[config.mk]
export PLATFORM = sky130hd
export DESIGN_NAME = counter_read_arbiter
export DESIGN_NICKNAME = d
export VERILOG_FILES = /design/src/rtl/counter_read_arbiter.sv
export SDC_FILE = /design/constraint.sdc
export NUM_CORES = 1
export LEC_CHECK = 0
export ABC_AREA = 1
export BUFFER_PORTS_ARGS = -buffer_cell sky130_fd_sc_hd__buf_2
export CAP_MARGIN = 40
export CORE_MARGIN = 2
export CORE_UTILIZATION = 45
export CTS_BUF_LIST = sky130_fd_sc_hd__clkbuf_8 sky130_fd_sc_hd__clkbuf_16
export DETAILED_ROUTE_END_ITERATION = 12
export GPL_ROUTABILITY_DRIVEN = 0
export PLACE_DENSITY = 0.75
export RECOVER_POWER = 100
export SETUP_SLACK_MARGIN = 0.4
export SLEW_MARGIN = 20
export SYNTH_ARGS = -nofsm -noshare
export SYNTH_HDL_FRONTEND = slang
export SYNTH_SLANG_ARGS = --single-unit
export TNS_END_PERCENT = 100
[constraint.sdc]
create_clock -name clk -period 2.39 [get_ports clk]
set_input_delay 0 -clock clk [delete_from_list [all_inputs] [get_ports clk]]
set_output_delay 0 -clock clk [all_outputs]
set_load 0.01 [all_outputs]
[src/rtl/counter_read_arbiter.sv]
// Two-master read arbiter in front of a shared counter peripheral.
// One transaction is outstanding at a time. A requester is accepted in IDLE
// (its waitrequest drops combinationally in that cycle), then the slave read
// is issued in ISSUE, the fixed slave latency is counted out in WAIT, and the
// captured data is returned to the winner with a one-cycle valid in RESP.
// When both masters request together, round-robin on a 1-bit last grant.
//
// Ports:
//   clk, reset                      clock, synchronous active-high reset
//   m0_address/m0_read              master 0 read request (held until accepted)
//   m0_waitrequest                  master 0 stall, low only in its accept cycle
//   m0_readdata/m0_readdatavalid    master 0 registered data and valid pulse
//   m1_*                            same set for master 1
//   s_address/s_read                read address and strobe to the peripheral
//   s_readdata                      peripheral read data
module counter_read_arbiter #(
    parameter int unsigned ADDR_W       = 4,
    parameter int unsigned DATA_W       = 32,
    parameter int unsigned READ_LATENCY = 1
) (
    input  logic              clk,
    input  logic              reset,

    input  logic [ADDR_W-1:0] m0_address,
    input  logic              m0_read,
    output logic              m0_waitrequest,
    output logic [DATA_W-1:0] m0_readdata,
    output logic              m0_readdatavalid,

    input  logic [ADDR_W-1:0] m1_address,
    input  logic              m1_read,
    output logic              m1_waitrequest,
    output logic [DATA_W-1:0] m1_readdata,
    output logic              m1_readdatavalid,

    output logic [ADDR_W-1:0] s_address,
    output logic              s_read,
    input  logic [DATA_W-1:0] s_readdata
);

    // Counter holds READ_LATENCY-1, at most 6.
    localparam int unsigned CNT_W = 3;

    typedef enum logic [1:0] {
        ST_IDLE  = 2'd0,
        ST_ISSUE = 2'd1,
        ST_WAIT  = 2'd2,
        ST_RESP  = 2'd3
    } state_e;

    state_e            state_q, state_d;
    logic [CNT_W-1:0]  cnt_q, cnt_d;
    logic [ADDR_W-1:0] addr_q, addr_d;
    logic              id_q, id_d;
    logic              last_grant_q, last_grant_d;
    logic [DATA_W-1:0] rdata0_q, rdata0_d;
    logic [DATA_W-1:0] rdata1_q, rdata1_d;
    logic              win_c;
    logic              grant0_c, grant1_c;

    // State register and datapath registers.
    always_ff @(posedge clk) begin
        if (reset) begin
            state_q      <= ST_IDLE;
            cnt_q        <= '0;
            addr_q       <= '0;
            id_q         <= 1'b0;
            last_grant_q <= 1'b1;
            rdata0_q     <= '0;
            rdata1_q     <= '0;
        end else begin
            state_q      <= state_d;
            cnt_q        <= cnt_d;
            addr_q       <= addr_d;
            id_q         <= id_d;
            last_grant_q <= last_grant_d;
            rdata0_q     <= rdata0_d;
            rdata1_q     <= rdata1_d;
        end
    end

    // Next-state, arbitration and capture logic.
    always_comb begin
        state_d      = state_q;
        cnt_d        = cnt_q;
        addr_d       = addr_q;
        id_d         = id_q;
        last_grant_d = last_grant_q;
        rdata0_d     = rdata0_q;
        rdata1_d     = rdata1_q;
        win_c        = 1'b0;
        grant0_c     = 1'b0;
        grant1_c     = 1'b0;

        case (state_q)
            ST_IDLE: begin
                if (m0_read || m1_read) begin
                    // Tie goes to the master not granted last.
                    win_c    = (m0_read && m1_read) ? ~last_grant_q : m1_read;
                    grant0_c = ~win_c;
                    grant1_c = win_c;
                    id_d     = win_c;
                    addr_d   = win_c ? m1_address : m0_address;
                    state_d  = ST_ISSUE;
                end
            end
            ST_ISSUE: begin
                cnt_d   = CNT_W'(READ_LATENCY - 1);
                state_d = ST_WAIT;
            end
            ST_WAIT: begin
                if (cnt_q == '0) begin
                    if (id_q) rdata1_d = s_readdata;
                    else      rdata0_d = s_readdata;
                    state_d = ST_RESP;
                end else begin
                    cnt_d = cnt_q - CNT_W'(1);
                end
            end
            ST_RESP: begin
                last_grant_d = id_q;
                state_d      = ST_IDLE;
            end
            default: state_d = ST_IDLE;
        endcase
    end

    // Handshake outputs are forced inactive while reset is asserted.
    assign m0_waitrequest   = ~(grant0_c & ~reset);
    assign m1_waitrequest   = ~(grant1_c & ~reset);
    assign s_read           = (state_q == ST_ISSUE) & ~reset;
    assign s_address        = addr_q;
    assign m0_readdatavalid = (state_q == ST_RESP) & ~id_q & ~reset;
    assign m1_readdatavalid = (state_q == ST_RESP) &  id_q & ~reset;
    assign m0_readdata      = rdata0_q;
    assign m1_readdata      = rdata1_q;

endmodule

==> flow_summary.yaml, run 1 <==
die:
  initial_core_util_pct: 46.81
  rows: 29
  dieArea_sq_mm: 0.007310
  core_sq_mm: 0.006386
  top_level_ports: 117
  die_y_microns: 85.50
  die_w_microns: 85.50
outcome:
  status: "finished clean"
clock_network:
  postCtsSetupBuffers: 0
  cts.path.max_buffers: 2
  cts_tree: "done"
  clockRootBuffer: "clkbuf_8"
  htree_levels: 3
  clk_latency_ps: 340
  cts.sinks: 75
  cts_buffers: 9
  path_clk_slew_ps: 80
setup_path:
  r2r_end: "s_address[3]"
  slowest_delay_ps: 540
  cp-end-kind: "flop"
  crit_type: "flop to flop"
  worstRegToRegCells: 7
  crit_end: "s_address[3]"
  startpoint_type: "flop"
  reg2reg_from: "state_q[1]"
  path_max_fanout: 7
  crit_cells: 7
  crit_buf_inv: 2
  crit_arrival_ps: 2200
  cp_slowest_cell: "dlygate4sd3_1"
  cp-startpoint: "state_q[1]"
  path_delay_family: "buffers and inverters"
  required_ps: 2620
  cp_cell_sequence: "inv_1 > ha_1 > o21ai_0 > nor2_1 > nand3_1 > nand2_1 > dlygate4sd3_1"
  reg2reg_slack_ps: 420
timing:
  slew_headroom_pct: 53.80
  final_max_slew_viol_count: 0
  setup_viol_count_final: 0
  min_period_over_period_pct: 82.31
  tns_ps: 0
  fin_crit_ps: 1967
  finClkSkew_ps: 4.959
  worstMarginPinSlew_ps: 685.8
  grt_setup_unrepaired: "no"
  max_freq_ghz: 0.5083
  hold_viol_final: 0
layout:
  multi_input_area_sq_mm: 0.001224
  num_antenna_cells: 0
  layout_common_cells: "dfxtp_1, clkbuf_1, nor2_1, nand2_1, buf_2"
  num-nets-final: 573
  seq_area_sq_mm: 0.001501
  fillers: 607
  fin_util_pct: 62.79
  areaGrowthSynthToFinish_pct: 34.16
  layout_commonest_cell: "dfxtp_1"
  layout-drive-gt1-share_pct: 14.04
power:
  peakVddDrop_mv: 0.4493
  pwr-share-clk_pct: 30.1
  p_int_mw: 2.420
  power_density_mw_per_mm2: 905.5
  leakage_nw: 1.699
  combPwrFrac_pct: 26.5
  p_sw_share_pct: 33.36
  p_sw_mw: 1.211
  p_seq_share_pct: 43.4
route:
  vias: 3035
  detail_route.wl_per_cell_microns: 13.67
  first_pass_iters: 5
  drt_iter0_drc: 149
  final_antenna_net_count: 0
  wl_microns: 8255
  drcViolationCount: 0
  vias_per_cell: 5.025
synth:
  synth_area_leaders: "dfxtp_1, nor2_1, nand2_1"
  synthCells: 377
  synth_area_per_cell_sq_um: 7.929
  ys_ff_latch: 75
  syn_area_sq_mm: 0.002989
  syn_nets: 428
  yosysUniqueCellTypes: 22
  synth-seq-area-share_pct: 50.23
  synth_top_area_share_pct: 50.23
  synth_top_area_cell: "dfxtp_1"
  synth-warning-count: 0
placement:
  portBuffers: 116
  hpwl_microns: 5170
global_route:
  grt_usage_pct: 22.61
  grt_pass1_vias: 2826
  grt.overflow.total: 0
  grt_pass1_wl_microns: 13200
  grt_max_degree: 41
  antenna_found_initial: 0
flow_run:
  cap_violations: 0
worst_hold_path:
  worst_hold_path_type: "input pin to flop"
Yosys cell counts:
library cell / instances
dfxtp_1: 75
nor2_1: 70
nand2_1: 63
nand3_1: 39
a21oi_1: 35
o21ai_0: 28
inv_1: 13
buf_2: 11
ha_1: 7
o21ai_1: 6
nand2_2: 5
a21oi_2: 4
clkbuf_1: 4
buf_6: 3
buf_8: 3
clkbuf_8: 3
inv_2: 2
or2_2: 2
clkbuf_4: 1
nand2_4: 1
nor2_4: 1
nor3_1: 1
cell type report:
class,count,share of cell area (%)
Clock buffer,11,3.775
Clock inverter,5,1.903
Inverter,15,1.404
Multi-Input combinational cell,262,30.51
Sequential cell,75,37.44
Tap cell,77,2.402
Timing Repair Buffer,159,22.56
power groups by stage:
stage / Combinational (mW) / Sequential (mW) / Clock [mW]
floorplan: 0.582 / 1.66 / 0
global placement: 0.941 / 1.59 / 0
detailed placement: 0.957 / 1.59 / 0
CTS: 1.02 / 1.57 / 1.11
global route: 1.09 / 1.60 / 1.16
finish: 0.962 / 1.58 / 1.09
worst min-delay path: stages:
cell     delay [ps]
buf_2           100
nand3_1          60
nand2_1          50
nand2_1          50
a21oi_1          50
routing by layer:
metal | share of wire [%] | global-route usage (%)
met2 | 48 | 38.07
met4 | 1.8 | 9.668
met1 | 44 | 28.67
met5 | 0 | 0
met3 | 6.4 | 3.850
worst min path at each step:
stage                     slack (ps)  cells past startpoint          start              to
after CTS                          3                      5  m1_address[2]    s_address[2]
after detailed placement         240                      3  m0_address[1]    s_address[1]
after global placement           220                      3  m0_address[3]    s_address[3]
final                              6                      5  m1_address[0]    s_address[0]
after global routing              40                      5  m1_address[2]    s_address[2]
after floorplan                  130                      2  s_readdata[0]  m0_readdata[0]
kinds of logic (layout without fill, tap and decap cells):
family | count (synthesis) | count (layout) | synth area share (%)
AND/OR/NAND/NOR | 182 | 182 | 25.62
AO/OA/AOI/OAI | 73 | 73 | 12.72
flip-flops | 75 | 75 | 50.23
adder cells (fa/ha/maj) | 7 | 7 | 2.930
buffers and inverters | 40 | 190 | 8.497
sequential cells by signal (all words and copies together) (netlist names):
register / count
cnt_q: 3
id_q: 1
last_grant_q: 1
m0_readdata: 32
m1_readdata: 32
s_address: 4
state_q: 2
stage by stage:
stage / instances / cell area [sq um] / hold WS (ps) / power, mW / setup slack [ps]
3_3_place_gp: 550 / 3506 / 224.4 / 2.533 / 750.3
5_1_grt: 604 / 4010 / 39.59 / 3.842 / 248.9
3_5_place_dp: 550 / 3506 / 236.9 / 2.551 / 695.2
6_report: 604 / 4010 / 6.410 / 3.631 / 422.8
2_1_floorplan: 377 / 2989 / 134.9 / 2.245 / 1016
4_1_cts: 604 / 4114 / 2.817 / 3.696 / 468.9
repair_timing:
action,4_1_cts,5_1_grt
hold buffers,38,0
endpoints found under the hold margin,68,0
gates resized for setup,0,1
endpoints found under the setup margin,0,2
(Power assumes the default switching activity.)
==> run 2: changes to the inputs <==
==> constraint.sdc (replaced) <==
create_clock -name clk -period 1.9 [get_ports clk]
set_input_delay 0 -clock clk [delete_from_list [all_inputs] [get_ports clk]]
set_output_delay 0 -clock clk [all_outputs]
set_load 0.01 [all_outputs]
==> flow_summary.yaml, run 2 (same netlist as run 1, synthesis figures left out) <==
outcome:
  status: "finished clean"
setup_path:
  path_max_fanout: 8
  crit_type: "flop to flop"
  crit_buf_inv: 3
  slowest_delay_ps: 380
  cp_cell_sequence: "inv_1 > ha_1 > nand2_4 > nor2_4 > buf_12 > clkbuf_16 > o21ai_0 > nor2_1"
  crit_arrival_ps: 1850
  path_delay_family: "buffers and inverters"
  required_ps: 2130
  cp_slowest_cell: "dfxtp_1"
  startpoint_type: "flop"
  cp-end-kind: "flop"
global_route:
  grt-busiest-layer: "met2"
  grt_pass1_vias: 2898
  grt.overflow.total: 0
  met1_usage_pct: 28.47
  antenna_found_initial: 0
  use_met3_pct: 4.620
  met2_usage_pct: 38.78
  grt_max_degree: 41
  grt_usage_pct: 22.74
  grt_pass1_wl_microns: 13450
route:
  final_antenna_net_count: 0
  first_pass_iters: 4
  wl_microns: 9036
  vias: 3111
  vias_per_cell: 5.117
  drt_iter0_drc: 118
  detail_route.wl_per_cell_microns: 14.86
  drcViolationCount: 0
die:
  initial_core_util_pct: 46.81
  die_w_microns: 85.50
  core_sq_mm: 0.006386
  rows: 29
  die_y_microns: 85.50
  dieArea_sq_mm: 0.007310
  top_level_ports: 117
power:
  total_power_mw: 4.734
  peakVddDrop_mv: 0.6295
  leakage_nw: 1.740
  power_density_mw_per_mm2: 1124
timing:
  tns_ps: 0
  final_max_slew_viol_count: 0
  grt_setup_unrepaired: "yes"
  setup_viol_count_final: 0
  fin_crit_ps: 1618
  hold_viol_final: 0
  min_period_over_period_pct: 85.16
  finClkSkew_ps: 10.69
  slew_headroom_pct: 70.60
  worstMarginPinSlew_ps: 441.0
  max_freq_ghz: 0.6180
clock_network:
  clk_latency_ps: 330
  cts.path.max_buffers: 2
  cts_tree: "done"
  clockRootBuffer: "clkbuf_8"
  cts.sinks: 75
  htree_levels: 3
  path_clk_slew_ps: 80
  cts_buffers: 9
layout:
  areaGrowthSynthToFinish_pct: 40.94
  num-nets-final: 578
  fillers: 555
  layout_common_cells: "dfxtp_1, clkbuf_1, nor2_1, nand2_1, buf_2"
  fin_util_pct: 65.97
  seq_area_sq_mm: 0.001504
  num_antenna_cells: 0
  layout-drive-gt1-share_pct: 18.83
  final_area_sq_mm: 0.004213
  multi_input_area_sq_mm: 0.001326
  layout_commonest_cell: "dfxtp_1"
placement:
  portBuffers: 116
  dpl_cell_area_sq_mm: 0.003513
  hpwl_microns: 5206
worst_hold_path:
  worst_hold_path_type: "input pin to flop"
flow_run:
  cap_violations: 0
[run 2: per-stage QoR]
step	worst slack [ps]	hold WS, ps	instances
6_report	281.9	24.42	608
5_1_grt	161.3	50.00	608
4_1_cts	358.2	17.19	604
2_1_floorplan	525.7	134.9	377
3_3_place_gp	297.4	226.3	551
3_5_place_dp	236.7	234.3	551
[run 2: routing by layer]
| metal | wire length (microns) | up-vias |
|---|---|---|
| met2 | 4557 | 125 |
| li1 | - | 1525 |
| met4 | 117 | 0 |
| met5 | 0 | - |
| met3 | 627 | 12 |
| met1 | 3734 | 1449 |
[run 2: area by class of cell]
class	instances	share of cell area [%]
Sequential cell	75	35.70
Clock inverter	4	1.010
Inverter	15	1.693
Timing Repair Buffer	163	24.24
Multi-Input combinational cell	263	31.48
Clock buffer	11	3.594
Tap cell	77	2.287
[run 2: what timing repair did]
| item | CTS | global route |
|---|---|---|
| gates resized for setup | 17 | 53 |
| hold endpoints to repair | 67 | 0 |
| hold buffers | 37 | 0 |
| gates cloned | 1 | 3 |
| pin swaps | 2 | 6 |
| setup buffers | 0 | 1 |
| setup endpoints to repair | 66 | 67 |
[run 2: report_power, final]
group	internal, mW	switching, mW
logic	0.587	0.948
registers	1.83	0.163
clock network	0.661	0.545
[run 2: worst register-to-register path, cell delays in order, from the launching register on]
cell	delay (ps)
dfxtp_1	380
inv_1	110
ha_1	290
nand2_4	140
nor2_4	60
buf_12	150
clkbuf_16	170
o21ai_0	160
nor2_1	60
[run 2: worst paths after layout]
path / startpoint / endpoint / slack, ps / cells past startpoint
worst max-delay path: state_q[0] / m0_readdata[20] / 280 / 8
worst min-delay path: m1_address[0] / s_address[0] / 20 / 5
worst max register to register: state_q[0] / m0_readdata[20] / 280 / 8
worst min register to register: cnt_q[0] / cnt_q[0] / 430 / 1
